`config.mk`:
```
export PLATFORM = sky130hd
export DESIGN_NAME = spi_master_initiator_flat
export DESIGN_NICKNAME = d
export VERILOG_FILES = /design/src/rtl/spi_master_initiator_if.sv /design/src/rtl/spi_master_initiator.sv /design/src/flat_wrapper.sv
export SDC_FILE = /design/constraint.sdc
export NUM_CORES = 1
export LEC_CHECK = 0
export CAP_MARGIN = 30
export CORE_ASPECT_RATIO = 0.5
export CORE_MARGIN = 2
export CORE_UTILIZATION = 61
export CTS_BUF_LIST = sky130_fd_sc_hd__clkbuf_8
export CTS_CLUSTER_DIAMETER = 200
export DETAILED_ROUTE_END_ITERATION = 16
export PLACE_DENSITY_LB_ADDON = 0.15
export RECOVER_POWER = 25
export SYNTH_ARGS = -nofsm -noshare
export SYNTH_HDL_FRONTEND = slang
export SYNTH_SLANG_ARGS = --single-unit
```
`constraint.sdc`:
```
create_clock -name clk -period 4 [get_ports clk]
set_clock_uncertainty 0.2 [all_clocks]
set_input_delay 0.8 -clock clk [delete_from_list [all_inputs] [get_ports clk]]
set_output_delay 0.8 -clock clk [all_outputs]
set_load 0.1 [all_outputs]
```
`src/rtl/spi_master_initiator_if.sv`:
```
// rtl/spi_master_initiator_if.sv - host request bus and SPI pins of the SPI initiator
interface spi_master_initiator_if;
  logic       start;
  logic       rw;
  logic [6:0] addr;
  logic [7:0] wdata;
  logic       busy;
  logic       done;
  logic [7:0] rdata;
  logic       verify_err;
  logic       sclk_pin;
  logic       cs_pin;
  logic       mosi_pin;
  logic       miso_pin;

  // Host and peripheral side: issues requests, drives MISO, observes everything else.
  modport master (
    output start, rw, addr, wdata, miso_pin,
    input  busy, done, rdata, verify_err, sclk_pin, cs_pin, mosi_pin
  );

  // Initiator side.
  modport slave (
    input  start, rw, addr, wdata, miso_pin,
    output busy, done, rdata, verify_err, sclk_pin, cs_pin, mosi_pin
  );
endinterface

```
`src/rtl/spi_master_initiator.sv`:
```
// rtl/spi_master_initiator.sv - SPI mode-0 initiator, one 16-bit {addr,rw,data} frame per request
// Optional automatic write readback/verify: define SPI_MASTER_READBACK_EN.
module spi_master_initiator #(
  parameter int SCLK_HALF = 16,
  parameter int CS_SETUP  = 8,
  parameter int CS_HOLD   = 8,
  parameter int CS_GAP    = 16
) (
  input logic                   clk,
  input logic                   rst_n,
  spi_master_initiator_if.slave bus
);

  typedef enum logic [2:0] {IDLE, SETUP, SHIFT, HOLD, GAP} state_t;

  localparam logic [7:0] HALF_LAST  = 8'(SCLK_HALF - 1);
  localparam logic [7:0] SETUP_LAST = 8'(CS_SETUP - 1);
  localparam logic [7:0] HOLD_LAST  = 8'(CS_HOLD - 1);
  localparam logic [7:0] GAP_LAST   = 8'(CS_GAP - 1);

  state_t      state_q, state_d;
  logic [7:0]  cnt_q, cnt_d;
  logic [3:0]  bit_q, bit_d;
  logic        phase_q, phase_d;    // 0 = SCLK low half, 1 = SCLK high half
  logic [15:0] tx_q, tx_d;
  logic [7:0]  rx_q, rx_d;
  logic        rw_q, rw_d;
  logic        busy_q, busy_d;
  logic        done_q, done_d;
  logic [7:0]  rdata_q, rdata_d;
  logic        sclk_q, sclk_d;
  logic        cs_q, cs_d;
  logic        mosi_q, mosi_d;
  logic [1:0]  miso_sync;
`ifdef SPI_MASTER_READBACK_EN
  logic [6:0]  addr_q, addr_d;
  logic [7:0]  wdata_q, wdata_d;
  logic        rb_q, rb_d;          // current frame is the automatic readback of a write
  logic        verr_q, verr_d;
`endif

  // Two-stage synchroniser for the asynchronous MISO pin.
  always_ff @(posedge clk or negedge rst_n) begin
    if (!rst_n) miso_sync <= 2'b00;
    else        miso_sync <= {miso_sync[0], bus.miso_pin};
  end

  // Next-state and next-output logic for the frame sequencer.
  always_comb begin
    state_d = state_q;
    cnt_d   = cnt_q;
    bit_d   = bit_q;
    phase_d = phase_q;
    tx_d    = tx_q;
    rx_d    = rx_q;
    rw_d    = rw_q;
    busy_d  = busy_q;
    done_d  = 1'b0;
    rdata_d = rdata_q;
    sclk_d  = sclk_q;
    cs_d    = cs_q;
    mosi_d  = mosi_q;
`ifdef SPI_MASTER_READBACK_EN
    addr_d  = addr_q;
    wdata_d = wdata_q;
    rb_d    = rb_q;
    verr_d  = verr_q;
`endif
    case (state_q)
      IDLE: begin
        if (bus.start) begin
          rw_d    = bus.rw;
          tx_d    = {bus.addr, bus.rw, (bus.rw ? 8'h00 : bus.wdata)};
          mosi_d  = bus.addr[6];
          cs_d    = 1'b0;
          busy_d  = 1'b1;
          cnt_d   = 8'd0;
          bit_d   = 4'd0;
          phase_d = 1'b0;
          state_d = SETUP;
`ifdef SPI_MASTER_READBACK_EN
          addr_d  = bus.addr;
          wdata_d = bus.wdata;
          rb_d    = 1'b0;
`endif
        end
      end
      SETUP: begin
        if (cnt_q == SETUP_LAST) begin
          cnt_d   = 8'd0;
          state_d = SHIFT;
        end else begin
          cnt_d = cnt_q + 8'd1;
        end
      end
      SHIFT: begin
        if (cnt_q != HALF_LAST) begin
          cnt_d = cnt_q + 8'd1;
        end else begin
          cnt_d = 8'd0;
          if (!phase_q) begin
            phase_d = 1'b1;
            sclk_d  = 1'b1;
            // Bits 8..15 carry the peripheral's read data.
            if (bit_q[3]) rx_d = {rx_q[6:0], miso_sync[1]};
          end else begin
            phase_d = 1'b0;
            sclk_d  = 1'b0;
            if (bit_q == 4'd15) begin
              mosi_d  = 1'b0;
              state_d = HOLD;
            end else begin
              bit_d  = bit_q + 4'd1;
              tx_d   = tx_q << 1;
              mosi_d = tx_d[15];
            end
          end
        end
      end
      HOLD: begin
        if (cnt_q == HOLD_LAST) begin
          cnt_d   = 8'd0;
          cs_d    = 1'b1;
          state_d = GAP;
        end else begin
          cnt_d = cnt_q + 8'd1;
        end
      end
      GAP: begin
        if (cnt_q == GAP_LAST) begin
          cnt_d = 8'd0;
`ifdef SPI_MASTER_READBACK_EN
          if (!rw_q) begin
            // Write finished: chain a read of the same address without returning to IDLE.
            rw_d    = 1'b1;
            rb_d    = 1'b1;
            tx_d    = {addr_q, 1'b1, 8'h00};
            mosi_d  = addr_q[6];
            cs_d    = 1'b0;
            bit_d   = 4'd0;
            phase_d = 1'b0;
            state_d = SETUP;
          end else begin
            state_d = IDLE;
            busy_d  = 1'b0;
            done_d  = 1'b1;
            rdata_d = rx_q;
            if (rb_q) begin
              verr_d = (rx_q != wdata_q);
              rb_d   = 1'b0;
            end
          end
`else
          state_d = IDLE;
          busy_d  = 1'b0;
          done_d  = 1'b1;
          if (rw_q) rdata_d = rx_q;
`endif
        end else begin
          cnt_d = cnt_q + 8'd1;
        end
      end
      default: begin
        state_d = IDLE;
        cs_d    = 1'b1;
        sclk_d  = 1'b0;
        busy_d  = 1'b0;
      end
    endcase
  end

  // State and registered-output flops; reset aborts any frame in flight.
  always_ff @(posedge clk or negedge rst_n) begin
    if (!rst_n) begin
      state_q <= IDLE;
      cnt_q   <= 8'd0;
      bit_q   <= 4'd0;
      phase_q <= 1'b0;
      tx_q    <= 16'd0;
      rx_q    <= 8'd0;
      rw_q    <= 1'b0;
      busy_q  <= 1'b0;
      done_q  <= 1'b0;
      rdata_q <= 8'd0;
      sclk_q  <= 1'b0;
      cs_q    <= 1'b1;
      mosi_q  <= 1'b0;
`ifdef SPI_MASTER_READBACK_EN
      addr_q  <= 7'd0;
      wdata_q <= 8'd0;
      rb_q    <= 1'b0;
      verr_q  <= 1'b0;
`endif
    end else begin
      state_q <= state_d;
      cnt_q   <= cnt_d;
      bit_q   <= bit_d;
      phase_q <= phase_d;
      tx_q    <= tx_d;
      rx_q    <= rx_d;
      rw_q    <= rw_d;
      busy_q  <= busy_d;
      done_q  <= done_d;
      rdata_q <= rdata_d;
      sclk_q  <= sclk_d;
      cs_q    <= cs_d;
      mosi_q  <= mosi_d;
`ifdef SPI_MASTER_READBACK_EN
      addr_q  <= addr_d;
      wdata_q <= wdata_d;
      rb_q    <= rb_d;
      verr_q  <= verr_d;
`endif
    end
  end

  assign bus.busy     = busy_q;
  assign bus.done     = done_q;
  assign bus.rdata    = rdata_q;
  assign bus.sclk_pin = sclk_q;
  assign bus.cs_pin   = cs_q;
  assign bus.mosi_pin = mosi_q;
`ifdef SPI_MASTER_READBACK_EN
  assign bus.verify_err = verr_q;
`else
  assign bus.verify_err = 1'b0;
`endif

endmodule

```
`src/flat_wrapper.sv`:
```
// flat-port wrapper written by rule: the top's interface ports become plain ports
module spi_master_initiator_flat 
#(
  parameter int SCLK_HALF = 16,
  parameter int CS_SETUP  = 8,
  parameter int CS_HOLD   = 8,
  parameter int CS_GAP    = 16
)
  (clk, rst_n, bus_start, bus_rw, bus_addr, bus_wdata, bus_miso_pin, bus_busy, bus_done, bus_rdata, bus_verify_err, bus_sclk_pin, bus_cs_pin, bus_mosi_pin);
  spi_master_initiator_if bus_i ();
  input logic clk;
  input logic rst_n;
  input wire logic [$bits(bus_i.start)-1:0] bus_start;
  input wire logic [$bits(bus_i.rw)-1:0] bus_rw;
  input wire logic [$bits(bus_i.addr)-1:0] bus_addr;
  input wire logic [$bits(bus_i.wdata)-1:0] bus_wdata;
  input wire logic [$bits(bus_i.miso_pin)-1:0] bus_miso_pin;
  output wire logic [$bits(bus_i.busy)-1:0] bus_busy;
  output wire logic [$bits(bus_i.done)-1:0] bus_done;
  output wire logic [$bits(bus_i.rdata)-1:0] bus_rdata;
  output wire logic [$bits(bus_i.verify_err)-1:0] bus_verify_err;
  output wire logic [$bits(bus_i.sclk_pin)-1:0] bus_sclk_pin;
  output wire logic [$bits(bus_i.cs_pin)-1:0] bus_cs_pin;
  output wire logic [$bits(bus_i.mosi_pin)-1:0] bus_mosi_pin;
  assign bus_i.start = bus_start;
  assign bus_i.rw = bus_rw;
  assign bus_i.addr = bus_addr;
  assign bus_i.wdata = bus_wdata;
  assign bus_i.miso_pin = bus_miso_pin;
  assign bus_busy = bus_i.busy;
  assign bus_done = bus_i.done;
  assign bus_rdata = bus_i.rdata;
  assign bus_verify_err = bus_i.verify_err;
  assign bus_sclk_pin = bus_i.sclk_pin;
  assign bus_cs_pin = bus_i.cs_pin;
  assign bus_mosi_pin = bus_i.mosi_pin;
  spi_master_initiator #(.SCLK_HALF(SCLK_HALF), .CS_SETUP(CS_SETUP), .CS_HOLD(CS_HOLD), .CS_GAP(CS_GAP)) u_core (.clk(clk), .rst_n(rst_n), .bus(bus_i));
endmodule
```
==> results of run 1 <==
==> registers in the layout (all words and copies together), names as in the netlist <==
signal	flops
u_core.bus.cs_pin	1
u_core.cnt_q	8
u_core.tx_q	15
u_core.bus.sclk_pin	1
u_core.miso_sync	2
u_core.bus.mosi_pin	1
u_core.phase_q	1
u_core.rw_q	1
u_core.bus.busy	1
u_core.state_q	3
u_core.bus.done	1
u_core.bus.rdata	8
u_core.bit_q	4
u_core.rx_q	8
==> cell type report <==
| class | count | area, um2 |
|---|---|---|
| Clock buffer | 5 | 68.8 |
| Clock inverter | 3 | 37.5 |
| Tap cell | 54 | 67.6 |
| Fill cell | 277 | 928 |
| Inverter | 16 | 60.1 |
| Multi-Input combinational cell | 161 | 1170 |
| Timing Repair Buffer | 35 | 337 |
| Sequential cell | 55 | 1380 |
==> cell usage in the layout, fill, tap and decap left out, types with 3 or more instances in the layout <==
cell type and n:
nand3_1 16, mux2i_1 7, nor2_1 7, clkdlybuf4s50_1 30, and3_1 3, a21oi_1 17
clkbuf_8 5, mux2_2 12, mux2_4 8, o221a_2 7, buf_4 3, dfrtp_1 54
nand4_1 3, a31oi_1 4, inv_1 18, nand2b_1 7, nor3_1 5, nand2_1 13
nor3b_1 8, o21ai_0 12
==> where the power goes <==
group	switching, mW	leakage, nW	total (mW)	internal (mW)
sequential	0.0843	0.711	0.732	0.647
clock	0.178	0.0607	0.361	0.183
combinational	0.205	0.587	0.364	0.158
==> cells by family after synthesis <==
family / count (synthesis) / synth area share [%]
xor+xnor: 1 / 0.329
other cells: 1 / 0.141
fa+ha+maj: 2 / 0.940
simple gates: 77 / 16.9
mux: 27 / 12.2
flops: 55 / 51.7
compound gates: 53 / 13.3
buf+inv: 27 / 4.42
==> metal layers <==
layer / track usage [%] / vias up
li1: - / 935
met1: 29.8 / 917
met2: 38.3 / 61
met3: 5.15 / 12
met4: 6.71 / 0
met5: 0 / -
==> worst paths after layout <==
| kind | from | to | slack (ps) | cells after the start |
|---|---|---|---|---|
| max | u_core.bus.cs_pin$_DFFE_PN1P_ | bus_cs_pin | 1030 | 1 |
| min | u_core.miso_sync[0]$_DFF_PN0_ | u_core.miso_sync[1]$_DFF_PN0_ | 160 | 0 |
| max reg2reg | u_core.cnt_q[0]$_DFFE_PN0P_ | u_core.tx_q[0]$_DFFE_PN0P_ | 1190 | 5 |
| min reg2reg | u_core.miso_sync[0]$_DFF_PN0_ | u_core.miso_sync[1]$_DFF_PN0_ | 160 | 0 |
| max in group asynchronous | rst_n | u_core.bus.cs_pin$_DFFE_PN1P_ | 1620 | 2 |
| min in group asynchronous | rst_n | u_core.rx_q[7]$_DFFE_PN0P_ | 780 | 1 |
==> stage by stage <==
stage | setup slack (ps) | hold slack (ps)
floorplan | 1760 | 131
global placement | 950 | 136
detailed placement | 920 | 147
CTS | 1020 | 169
global route | 989 | 179
finish | 1030 | 164
==> metrics.cfg, run 1 <==
[global_routing]
grt.total_usage_pct=22.6
grt_overflow_total=0
grt_pass1_vias=1865
grt_max_degree=37
grt_pass1_wl_um=8680
antenna_found_initial=0

[placement]
gp_congestion=0.823
port_buffers=32
dp_hpwl_um=3540
dp.cells=321
dpl_cell_area_um2=3010

[sta]
hold_viol_final=0
relSlewSlack_pct=-23.5
fin_crit_ps=2970
setup_violations=0
slew_violations=37
clock.fmax_mhz=337
tns_ps=0
rsz0062_at_grt=no
layout_worst_path_cycle_share_pct=74.2
tightestPinTransition_ps=1850

[clock_tree]
clock_sinks=55
root_buffer=clkbuf_8
cts_setup_buffers=0
cts_made_buffers=5
tritoncts=yes
clock_latency_ps=310
cts_resized=0
cts.htree.levels=2
path_clk_slew_ps=90
clk_path_buf_depth=2
postCtsHoldBufs=0

[logic_synthesis]
synth_edf_count=0
synth_seq_area_share_pct=51.7
syn_nets=265
syn-cell-area_um2=2660
synth_most_common_cell=dfrtp_1
synth_cells=243
ys.flop_type=dfrtp_1
yosys-top-cells-area=dfrtp_1, mux2_2, mux2_4
ys_top_cells_by_count=dfrtp_1, a21oi_1, inv_1, nand3_1, nand2_1
ys_types=47
yosysTopAreaCellShare_pct=50.8
ys_warn_count=0
ys_seq_elements=55
synthArstFlopShare_pct=100
syn_avg_cell_area_um2=11.0
synth_area_leader_cell=dfrtp_1

[drt]
detailedRoute.firstIterationViolations=92
via_count=1925
drcViolationCount=0
routedWlPerCell_um=15.7
routedLengthMet1_um=2400
totalWireLength_um=5160
highest_layer=met4
vias_per_cell=5.85
drtPass1Iterations=4
ant_nets=0
wl_met2_um=2420
wl_met3_um=250

[worst_setup_path]
critPathCaptureType=output port
cp-start-kind=register
path_cells=clkdlybuf4s50_1
critPathMaxStageDelay_ps=1120
critPathSlowestCell=clkdlybuf4s50_1
crit_fanout=2
worstSetupPathType=register to output port
path_delay_family=buffers and inverters
crit_buf_inv=1
crit_required_ps=3000
cp.arrival_ps=1970

[finish]
drive_above_1_share_pct=15.3
fin_area_um2=3120
areaGrowthSynthToFinish_pct=17.0
antennaDiodeCount=0
final_core_util_pct=77.0
instances_no_fill=329
finalNetCount=296

[floorplanning]
pin_count=34
initial_core_util_pct=65.8
die_x_um=97.4
rows=16
core_area_um2=4040
die_area_um2=4940
fp.dieH_um=50.7

[power_and_ir_drop]
total_power_mw=1.46
ir_drop_mv=0.252
total_leakage_power_nw=1.36
p_per_area_nw_per_um2=467

[status]
run_status=complete, but fails checks
violations=max-capacitance violations, max-slew violations

[worst_hold_path]
hold_class=register to register

[job]
maxCapViolations=1

Note: power is estimated with default switching activity, not from simulation.
==> run 2: changes to the inputs <==
--- a/config.mk
+++ b/config.mk
@@ -8,7 +8,7 @@
 export CAP_MARGIN = 30
 export CORE_ASPECT_RATIO = 0.5
 export CORE_MARGIN = 2
-export CORE_UTILIZATION = 61
+export CORE_UTILIZATION = 57
 export CTS_BUF_LIST = sky130_fd_sc_hd__clkbuf_8
 export CTS_CLUSTER_DIAMETER = 200
 export DETAILED_ROUTE_END_ITERATION = 16
==> constraint.sdc (replaced) <==
create_clock -name clk -period 2.95 [get_ports clk]
set_clock_uncertainty 0.2 [all_clocks]
set_input_delay 0.59 -clock clk [delete_from_list [all_inputs] [get_ports clk]]
set_output_delay 0.59 -clock clk [all_outputs]
set_load 0.1 [all_outputs]
==> metrics.cfg, run 2 (synthesis gave the netlist of run 1 again) <==
[status]
run_status=complete, but fails checks
violations=max-capacitance violations, max-slew violations

[global_routing]
grt_pass1_wl_um=8770
grt.total_usage_pct=21.8
antenna_found_initial=0
grt_overflow_total=0
grt_max_degree=39
grt_pass1_vias=1867

[worst_setup_path]
worstReg2RegEnd=u_core.rx_q[5]$_DFFE_PN0P_
worstRegToRegCells=4
critPathCaptureType=register
rr_startpoint=u_core.cnt_q[5]$_DFFE_PN0P_
r2r_setup_slack_ps=320
cp.arrival_ps=2620
crit_required_ps=2950
crit_fanout=9
worstSetupPathType=register to register
cp-start-kind=register

[power_and_ir_drop]
ir_drop_mv=0.361
total_leakage_power_nw=1.40
p_per_area_nw_per_um2=645

[floorplanning]
fp.dieH_um=52.3
pin_count=34
rows=17
die_area_um2=5270
die_x_um=101
core_area_um2=4450
initial_core_util_pct=59.9

[drt]
detailedRoute.firstIterationViolations=104
routedWlPerCell_um=15.3
via_count=1990
ant_nets=0
vias_per_cell=5.91
totalWireLength_um=5160
drtPass1Iterations=6
drcViolationCount=0

[finish]
top_register=u_core.tx_q
final_core_util_pct=70.5
finalNetCount=301
nFillCells=338
layout_common_cells=dfrtp_1, buf_4, a21oi_1, clkdlybuf4s50_1
areaGrowthSynthToFinish_pct=17.8
final_common_cell=dfrtp_1
antennaDiodeCount=0
drive_above_1_share_pct=22.1
largest_reg_flops=15
fin_area_um2=3140

[clock_tree]
cts_setup_buffers=0
clock_sinks=55
cts_resized=0
root_buffer=clkbuf_8
clk_path_buf_depth=2
cts_made_buffers=5
path_clk_slew_ps=90
cts.htree.levels=2
clock_latency_ps=310
postCtsHoldBufs=0
tritoncts=yes

[sta]
setup_violations=0
tightestPinTransition_ps=1980
fin_crit_ps=2630
clock.fmax_mhz=381
slew_violations=39
rsz0062_at_grt=no
layout_worst_path_cycle_share_pct=89.0
hold_viol_final=0
relSlewSlack_pct=-31.9
tns_ps=0

[worst_hold_path]
whs_endpoint=u_core.miso_sync[1]$_DFF_PN0_
hold_class=register to register
holdPathStages=0
worstHoldStart=u_core.miso_sync[0]$_DFF_PN0_

[placement]
gp_congestion=0.822
dp_hpwl_um=3680
dpl_cell_area_um2=3020
port_buffers=32

[job]
maxCapViolations=1

## run 2: worst max-delay path, stage by stage (launching register included)
cell and delay (ps):
dfrtp_1 470, nor4_4 560, nand2_2 150, or4_1 750, mux2_4 390
## run 2: cell type report
type	count	area, um2	area share (%)
Clock inverter	2	35.0	1.12
Tap cell	57	71.3	2.27
Clock buffer	6	82.6	2.63
Inverter	16	60.1	1.92
Timing Repair Buffer	40	342	10.9
Sequential cell	55	1380	43.9
Multi-Input combinational cell	161	1170	37.2
## run 2: power by group
group | internal [mW] | total [mW] | switching, mW | leakage [nW]
clock network | 0.275 | 0.519 | 0.244 | 0.0612
logic | 0.229 | 0.509 | 0.280 | 0.633
registers | 0.878 | 0.994 | 0.116 | 0.711
total | 1.38 | 2.02 | 0.640 | 1.40
## run 2: worst max path at each step
stage / start / end / slack (ps) / cells after the start
global placement: u_core.cnt_q[5]$_DFFE_PN0P_ / u_core.rx_q[5]$_DFFE_PN0P_ / 450 / 4
floorplan: u_core.cnt_q[5]$_DFFE_PN0P_ / u_core.rx_q[0]$_DFFE_PN0P_ / 710 / 5
global route: u_core.cnt_q[5]$_DFFE_PN0P_ / u_core.rx_q[5]$_DFFE_PN0P_ / 190 / 4
detailed placement: u_core.cnt_q[5]$_DFFE_PN0P_ / u_core.rx_q[1]$_DFFE_PN0P_ / 390 / 4
finish: u_core.cnt_q[5]$_DFFE_PN0P_ / u_core.rx_q[5]$_DFFE_PN0P_ / 320 / 4
CTS: u_core.cnt_q[5]$_DFFE_PN0P_ / u_core.rx_q[1]$_DFFE_PN0P_ / 340 / 4
## run 2: layer usage
metal	track usage (%)	vias to the layer above	wire length [um]
met1	29.3	973	2470
li1	-	945	-
met4	6.39	0	51
met2	36.6	66	2380
met5	0	-	0
met3	4.40	6	257
## run 2: through the flow
stage / hold WS, ps / total power, mW / instances / setup slack, ps
floorplan: 94.4 / 1.35 / 243 / 711
global placement: 133 / 1.49 / 329 / 453
detailed placement: 142 / 1.52 / 329 / 388
CTS: 164 / 2.03 / 337 / 337
global route: 166 / 2.14 / 337 / 189
finish: 161 / 2.02 / 337 / 324
==> run 3: changes to the inputs <==
--- a/config.mk
+++ b/config.mk
@@ -5,7 +5,6 @@
 export SDC_FILE = /design/constraint.sdc
 export NUM_CORES = 1
 export LEC_CHECK = 0
-export CAP_MARGIN = 30
 export CORE_ASPECT_RATIO = 0.5
 export CORE_MARGIN = 2
 export CORE_UTILIZATION = 57
==> results of run 3 <==
No change in the layout: final DEF, timing and power equal those of run 2.
